===== config.mk =====
export PLATFORM = sky130hd
export DESIGN_NAME = spi_command_executor
export DESIGN_NICKNAME = d
export VERILOG_FILES = /design/src/rtl/spi_command_executor.sv
export SDC_FILE = /design/constraint.sdc
export NUM_CORES = 1
export LEC_CHECK = 0
export ABC_AREA = 1
export ABC_CLOCK_PERIOD_IN_PS = 9850
export CORE_MARGIN = 1.5
export CORE_UTILIZATION = 55
export DETAILED_ROUTE_END_ITERATION = 12
export PLACE_DENSITY = 0.77
export SETUP_SLACK_MARGIN = 0.3
export SYNTH_ARGS = -nofsm -noshare
export SYNTH_HDL_FRONTEND = slang
export SYNTH_SLANG_ARGS = --single-unit

===== constraint.sdc =====
create_clock -name clock -period 9.85 [get_ports clock]
set_clock_uncertainty 0.05 [all_clocks]
set_input_delay 2.955 -clock clock [delete_from_list [all_inputs] [get_ports clock]]
set_output_delay 2.955 -clock clock [all_outputs]
set_load 0.005 [all_outputs]

===== src/rtl/spi_command_executor.sv =====
// spi_command_executor: executes parsed SPI sprite commands.
// SAVE_SPRITE payloads become sprite RAM write strobes. DRAW_SPRITE payloads
// are packed into 48-bit draw requests and queued for the renderer.
module spi_command_executor #(
    parameter int         SPRITE_ID_WIDTH     = 4,
    parameter int         DRAW_FIFO_DEPTH     = 4,
    parameter logic [7:0] COMMAND_SAVE_SPRITE = 8'h10,
    parameter logic [7:0] COMMAND_DRAW_SPRITE = 8'h11
) (
    input  logic                       clock,
    input  logic                       reset,
    input  logic                       abort,
    input  logic                       byte_read,
    input  logic                       cmd_byte,
    input  logic [7:0]                 command,
    input  logic [7:0]                 data,
    input  logic [15:0]                data_index,
    output logic                       sprite_we,
    output logic [SPRITE_ID_WIDTH+8:0] sprite_addr,
    output logic [7:0]                 sprite_wdata,
    output logic                       save_done,
    output logic                       draw_valid,
    input  logic                       draw_ready,
    output logic [47:0]                draw_data,
    output logic                       draw_overflow,
    output logic                       busy
);

    localparam int AW = $clog2(DRAW_FIFO_DEPTH);

    typedef enum logic [1:0] {IDLE, SAVE_ID, SAVE_PIX, DRAW_COLLECT} state_t;

    typedef struct packed {
        logic [7:0]  id;
        logic [15:0] x;
        logic [15:0] y;
        logic [7:0]  flags;
    } draw_req_t;

    state_t                     state_q, state_n;
    logic [SPRITE_ID_WIDTH-1:0] sprite_id_q;
    logic [9:0]                 pix_idx_q;   // data_index expected for next pixel (1..512)
    logic [2:0]                 col_idx_q;   // data_index expected for next draw byte (0..5)
    logic [39:0]                col_q;       // first five draw bytes, oldest in the top byte

    logic wr_fire, done_fire, push_req, id_load, col_clear, col_load;

    // fifo state
    draw_req_t         fifo_mem [DRAW_FIFO_DEPTH];
    logic [AW-1:0]     wp_q, rp_q;
    logic [AW:0]       cnt_q;
    logic              full, pop, push_ok;
    draw_req_t         push_entry;

    assign busy       = (state_q != IDLE);
    assign push_entry = draw_req_t'({col_q, data});

    // State register
    always_ff @(posedge clock) begin
        if (!reset) state_q <= IDLE;
        else        state_q <= state_n;
    end

    // Next state and per-byte actions; abort wins over any byte, an opcode
    // byte always restarts decoding as if from IDLE
    always_comb begin
        state_n   = state_q;
        wr_fire   = 1'b0;
        done_fire = 1'b0;
        push_req  = 1'b0;
        id_load   = 1'b0;
        col_clear = 1'b0;
        col_load  = 1'b0;
        if (abort) begin
            state_n = IDLE;
        end else if (byte_read && cmd_byte) begin
            if (data == COMMAND_SAVE_SPRITE) begin
                state_n = SAVE_ID;
            end else if (data == COMMAND_DRAW_SPRITE) begin
                state_n   = DRAW_COLLECT;
                col_clear = 1'b1;
            end else begin
                state_n = IDLE;
            end
        end else if (byte_read) begin
            case (state_q)
                SAVE_ID: begin
                    if (command == COMMAND_SAVE_SPRITE && data_index == 16'd0) begin
                        id_load = 1'b1;
                        state_n = SAVE_PIX;
                    end else begin
                        state_n = IDLE;
                    end
                end
                SAVE_PIX: begin
                    if (command == COMMAND_SAVE_SPRITE && data_index == 16'(pix_idx_q)) begin
                        wr_fire = 1'b1;
                        if (pix_idx_q == 10'd512) begin
                            done_fire = 1'b1;
                            state_n   = IDLE;
                        end
                    end else begin
                        state_n = IDLE;
                    end
                end
                DRAW_COLLECT: begin
                    if (command == COMMAND_DRAW_SPRITE && data_index == 16'(col_idx_q)) begin
                        if (col_idx_q == 3'd5) begin
                            push_req = 1'b1;
                            state_n  = IDLE;
                        end else begin
                            col_load = 1'b1;
                        end
                    end else begin
                        state_n = IDLE;
                    end
                end
                default: ;
            endcase
        end
    end

    // Sprite id latch, pixel/collect counters and draw byte assembly
    always_ff @(posedge clock) begin
        if (!reset) begin
            sprite_id_q <= '0;
            pix_idx_q   <= '0;
            col_idx_q   <= '0;
            col_q       <= '0;
        end else begin
            if (id_load) begin
                sprite_id_q <= data[SPRITE_ID_WIDTH-1:0];
                pix_idx_q   <= 10'd1;
            end else if (wr_fire) begin
                pix_idx_q <= pix_idx_q + 10'd1;
            end
            if (col_clear) begin
                col_idx_q <= '0;
            end else if (col_load) begin
                col_idx_q <= col_idx_q + 3'd1;
                col_q     <= {col_q[31:0], data};
            end
        end
    end

    // Registered sprite RAM port; address/data hold between writes
    always_ff @(posedge clock) begin
        if (!reset) begin
            sprite_we    <= 1'b0;
            sprite_addr  <= '0;
            sprite_wdata <= '0;
            save_done    <= 1'b0;
        end else begin
            sprite_we <= wr_fire;
            save_done <= done_fire;
            if (wr_fire) begin
                sprite_addr  <= {sprite_id_q, 9'(pix_idx_q - 10'd1)};
                sprite_wdata <= data;
            end
        end
    end

    // Draw FIFO: a full FIFO still accepts when the head leaves the same cycle
    assign full       = (cnt_q == (AW+1)'(DRAW_FIFO_DEPTH));
    assign draw_valid = (cnt_q != '0);
    assign pop        = draw_valid & draw_ready;
    assign push_ok    = push_req & (~full | pop);
    assign draw_data  = draw_valid ? fifo_mem[rp_q] : 48'd0;

    // FIFO pointers, occupancy and sticky overflow
    always_ff @(posedge clock) begin
        if (!reset) begin
            wp_q          <= '0;
            rp_q          <= '0;
            cnt_q         <= '0;
            draw_overflow <= 1'b0;
        end else begin
            if (push_ok) wp_q <= wp_q + 1'b1;
            if (pop)     rp_q <= rp_q + 1'b1;
            cnt_q <= cnt_q + (AW+1)'(push_ok) - (AW+1)'(pop);
            if (push_req && full && !pop) draw_overflow <= 1'b1;
        end
    end

    // FIFO storage; contents are masked by draw_valid so no reset needed
    always_ff @(posedge clock) begin
        if (push_ok) fifo_mem[wp_q] <= push_entry;
    end

endmodule


* Word-level counts from Yosys, hierarchy flattened
Memories as Yosys holds them, arrays and structs flattened. A register that Yosys moved wholly into a read port is not among the register bits.
Index checks and enable logic that the tools add are counted.
** Cells by class
- Reduce and logical (&&, ||, !) cells :: 19
- Add/sub/neg operators :: 7
- Eq/ne operators :: 14
- Bitwise operators :: 9
- Mux-type cells :: 44
** Operator list (number)
- 48-bit two-way mux :: 1
- 8-bit by 5-bit equality test with 1-bit output (second input constant) :: 4
- 1-bit two-way mux :: 31
- 2-bit two-way mux :: 11
- 16-bit by 10-bit equality test with 1-bit output :: 1
- 16-bit by 3-bit equality test with 1-bit output :: 1
- 16-bit logical NOT :: 1
- 10-bit by 1-bit adder with 10-bit output (second input constant) :: 1
- 10-bit equality test (second input constant) :: 1
- 9-bit by 1-bit subtractor with 9-bit output (second input constant) :: 1
- 4-bit != test (second input constant) :: 2
- 3-bit equality test (second input constant) :: 2
- 1-bit logical AND :: 6
- 1-bit inverter :: 6
- 2-bit case mux with 3 select lines :: 1
- 2-bit nonzero test :: 3
- 2-bit OR reduction :: 3
- 6-bit OR reduction :: 1
- 2-bit by 1-bit adder with 2-bit output (second input constant) :: 2
- 2-bit equality test (second input constant) :: 2
- 4-bit AND reduction :: 1
- 4-bit nonzero test :: 1
- 3-bit by 1-bit adder with 3-bit output :: 1
- 3-bit by 1-bit adder with 3-bit output (second input constant) :: 1
- 7 further kinds :: 8
** Word-level totals
- Bits in registers :: 90
- Memory bits (writable) :: 192
- Output and inout port bits :: 74
- Bits of input ports :: 38
- Memories :: 1
- Logic and storage cells :: 108
** Memories
- fifo_mem :: depth 4, width 48, read ports 1, clocked after Yosys merged registers in 1, wr ports 1, line 49 : draw_req_t fifo_mem [DRAW_FIFO_DEPTH];

* Depth between registers and ports, before layout
- Depth after elaboration :: 10
- Depth in mapped cells :: 15
- Depth with buffers taken out :: 15

* Worst setup path before layout
Ideal clock, no wire load.
- Path kind :: input port to flip-flop
- Start point :: input data_index[11]
- End point :: memory fifo_mem[0][0] in the netlist's numbering (enable)
- Cell stages on the path :: 9
- Setup slack :: 3440 ps
- Required time :: 9346 ps
- Path buffers :: 0
- Library setup time :: 454 ps
- Data arrival time :: 5907 ps
- Cell sequence :: nor2_1 -> nand3_1 -> nor2_1 -> inv_2 -> nor2_1 -> nand2_1 -> nor3_1 -> inv_1 -> nor2_1
** On the way
- Longest elaborated chain between the ends :: 10
** Ends and longest elaborated chain
- from (decl) :: line 17 : input logic [15:0] data_index,
- 16-bit by 3-bit equality test with 1-bit output :: line 107 : if (command == COMMAND_DRAW_SPRITE && data_index == 16'(col_idx_q)) begin
- 1-bit logical AND :: line 107
- 1-bit two-way mux :: line 107
- 1-bit two-way mux :: line 86 : case (state_q)
- 1-bit two-way mux :: line 85 : end else if (byte_read) begin
- 1-bit two-way mux :: line 76 : end else if (byte_read && cmd_byte) begin
- 1-bit two-way mux :: line 74 : if (abort) begin
- 1-bit AND :: line 167 : assign push_ok = push_req & (~full | pop);
- 1-bit two-way mux :: line 187 : if (push_ok) fifo_mem[wp_q] <= push_entry;
- 1-bit two-way mux (not written as such) :: line 187
- to (decl) :: line 49
No other way between the ends.

==> reports/results.txt <==
The run finished with clean final reports. The run gives 36 as the count of cell types in the netlist. The category of the critical setup timing path was reg -> out. The cell occurring most often along the worst timing path is buf_4. The global-route met3 utilization was 0.0393. For the worst setup path, the data required time is 6.85 ns. Prior to clock tree synthesis, the placed netlist has a worst setup slack of 3.83 ns.

The initial antenna violation count is 0, and the buffering stage count on the worst path with inverters included is 4. STA classifies the critical path endpoint as an output pin. The synthesized netlist occupies a cell area of 11,600 um2. In this run, synthesis inferred 192 flip-flops with an integrated enable. Summed over all layers, the global routing overflow is 0. Data on the critical path arrives at its endpoint at 3.43 ns. The worst path in the final design needs a cycle of 6.43 ns, including I/O delays and setup. Cell accounting for the most synthesized area: edfxtp_1.

The combinational fraction of design power was 0.245. The part of the power in the clock network was 0.345. The worst setup path is launched from a flop. The count of buffers added on input and output ports is 111. Of all nets on the critical path, the largest fanout is 48.

The number of global-route vias before repair was 8,188. The post-route core utilization is 0.667. The final layout contains 1,310 nets.

The aggregate negative setup slack is 0 ns. Counting the buffers created by CTS gives 28. The relative contribution of sequential cells to total power is 0.410. The global router's overall resource usage is 0.242. Routability-driven placement finished with a final weighted congestion of 0.891. The wire length per cell after detailed routing was 17.2 um; the critical path's largest stage delay was 0.99 ns.

For the core box area, the log shows 20,900 um2. The met1 routing resource usage after global routing came out at 0.300. Hold timing on the final database bottoms out at a slack of 0.407 ns. Setup repair after global routing left no endpoint under its margin. The cell at the slowest stage of the critical path was dfxtp_1.

The post-route clock period utilization is 0.653. The clock root buffer was clkbuf_16. Area fraction of the dominant cell type after synthesis: 0.495. Broken down by cell family, the worst path's largest delay share belongs to buffers and inverters. The total of flip-flops plus latches after synthesis came out at 284.

Among all cell types in the netlist, the one instantiated most often is nor2_1. The standard-cell row count came out at 53. The global-route met2 utilization came out at 0.427. The most crowded layer after global routing was met2. In this run the power density over the cells is 227 nW/um2.

The share of the yosys chip area belonging to registers was 0.653. The internal cell power is 2.31 mW, and the count of vias placed by the detailed router is 8,538. The run gives 0 as the number of violations of the max-capacitance limit.

After layout, the worst setup slack is 3.42 ns. For the overall die area, the log shows 22,100 um2. The yosys synthesis warning count was 0. After synthesis, the cell types taking the most area are edfxtp_1 49%, dfxtp_1 16%, nor2_1 9.5%, o21ai_0 6.5%, a21oi_1 4.4%. Relative to the synthesized area, the layout overhead comes to 19.6%. For the pin with the worst max-slew slack, the measured transition is 1.02 ns. The share of layout cells above drive strength 1 was 0.0702.

The post-synthesis cell count was 1,163. The logs give 0.55 ns for the clock latency reported for the late side of the worst-skew pair and 3.16 mW for the overall power consumption. In this run the vertical extent of the chip is 149 um.

The clock passes through at most 3 buffers. TritonCTS built the clock tree. The TritonCTS sink count was 284; the number of DRC markers after the initial detailed-route iteration was 644. The tools report the remaining antenna violation count as 0.

After detailed routing, the total wire length is 26,800 um. The via density per instance works out to 5.48. The number of setup buffers added after CTS came out at 0. In the routed design, unresolved DRC markers number 0. The net switching fraction of the power works out to 0.269.

The tools report the number of gates given a new drive strength after cts as 0. The maximum VDD drop is 0.154 mV, and the post-detailed-placement half-perimeter wirelength is 16,200 um. The run gives 0.558 as the initial core utilization.

Pin placement for this block handled 112 I/O pins. Setup violations remaining at the end of the flow were counted as 0. The first global-routing pass estimated 41,700 um of wire. For the number of hold buffers added after CTS, the log shows 0.

Register area: 7610 um2. The most used flip-flop cell after synthesis is edfxtp_1. The number of nets in the synthesized netlist is 1,213.

0 antenna diodes ended up in the layout. The final max-slew violation count is 0, and the clock slew seen by the registers of the worst setup and hold paths is 0.06 ns. The share of async-settable or async-resettable flops after synthesis is 0.

Entering global routing, the biggest net connects 75 pins. Final hold violation count: 0. The run gives 0.322 as the remaining max-slew budget at the tightest pin. From left edge to right edge, the die measures 149 um. For this design the static power due to leakage is 4.97 nW. Number of H-tree levels: 1.

Traced cell by cell, the critical path runs through buf_4 -> inv_1 -> buf_4 -> nor2_1 -> o21ai_0 -> a21oi_1 -> clkdlybuf4s50_1. By count the netlist is led by 295 x nor2_1, 192 x edfxtp_1, 152 x o21ai_0. A synthesized cell averages 10.0 um2.

The first detailed-routing pass took 5 iterations. After filler insertion, the fill cell instance count of the layout stands at 1,572. Summing all multi-input logic gate instances after layout gives 3490 um2. The analysis attributes to net switching a power of 0.850 mW. Based on the critical path, the design can be clocked at up to 155 MHz. The class of the worst hold path is reg -> reg.
## tightest hold or removal path, stage by stage, from the launching register on
cell and delay, ns:
dfxtp_1 0.31, inv_1 0.05, a21oi_1 0.05
## per-stage QoR
step                instance area, um2  std cells
floorplan                        11600       1163
global placement                 13000       1505
detailed placement               13000       1505
CTS                              13900       1557
global route                     13900       1557
finish                           13900       1557
## sequential cells by signal, indices dropped and copies added (netlist names), named ones only
name,flops
save_done,1
draw_overflow,1
fifo_mem,192
cnt_q,3
sprite_we,1
sprite_id_q,4
state_q,2
wp_q,2
rp_q,2
col_q,40
pix_idx_q,10
col_idx_q,3
sprite_addr,13
sprite_wdata,8
## power groups by stage
stage / sequential [mW] / clock, mW / combinational, mW
global route: 1.30 / 1.15 / 0.845
global placement: 1.32 / 0 / 0.769
floorplan: 1.30 / 0 / 0.338
detailed placement: 1.32 / 0 / 0.778
CTS: 1.30 / 1.11 / 0.778
finish: 1.30 / 1.09 / 0.773
## area by class of cell
class / count / share of cell area
repair buffers: 122 / 0.0853
clock buffers: 36 / 0.0568
flip-flops and latches: 284 / 0.546
multi-input cells: 738 / 0.251
clock inverters: 16 / 0.0131
well taps: 275 / 0.0247
inverters: 86 / 0.0232
## layer usage
layer,wire [um],vias up
li1,-,4123
met1,10900,4083
met2,13700,279
met3,1500,53
met4,675,0
met5,0,-
## cells in the final DEF, fill, tap and decap left out, drive strengths merged
cell type and instances:
clkbuf 36, edfxtp 192, nand2 93, nor2 302, nor4 1, ha 11, nand4 11, fa 1
nor3 11, clkdlybuf4s50 110, o21ai 168, clkinv 8, buf 12, nand3b 1, or2 2, bufinv 3
nand3 20, clkinvlp 2, a31oi 3, xor2 6, a21oi 103, xnor2 5, dfxtp 92, inv 89
## cells by family (layout without fill, tap and decap cells)
group           count (synthesis)  in the layout  synth area share
compound gates                274            274             0.119
xor+xnor                       11             11           0.00827
fa+ha+maj                      12             12            0.0135
buf+inv                       141            260            0.0496
flops                         284            284             0.653
simple gates                  441            441             0.157
## final timing paths
kind	end	slack (ns)	startpoint	cells past startpoint
worst max-delay path	draw_data[21]	3.42	flop	7
worst min-delay path	sprite_addr[6]	0.41	sprite_addr[6]	2
worst max register to register	cnt_q[2]	7.05	col_idx_q[0]	14
worst min register to register	sprite_addr[6]	0.41	sprite_addr[6]	2
Note: power is estimated with default switching activity, not from simulation.
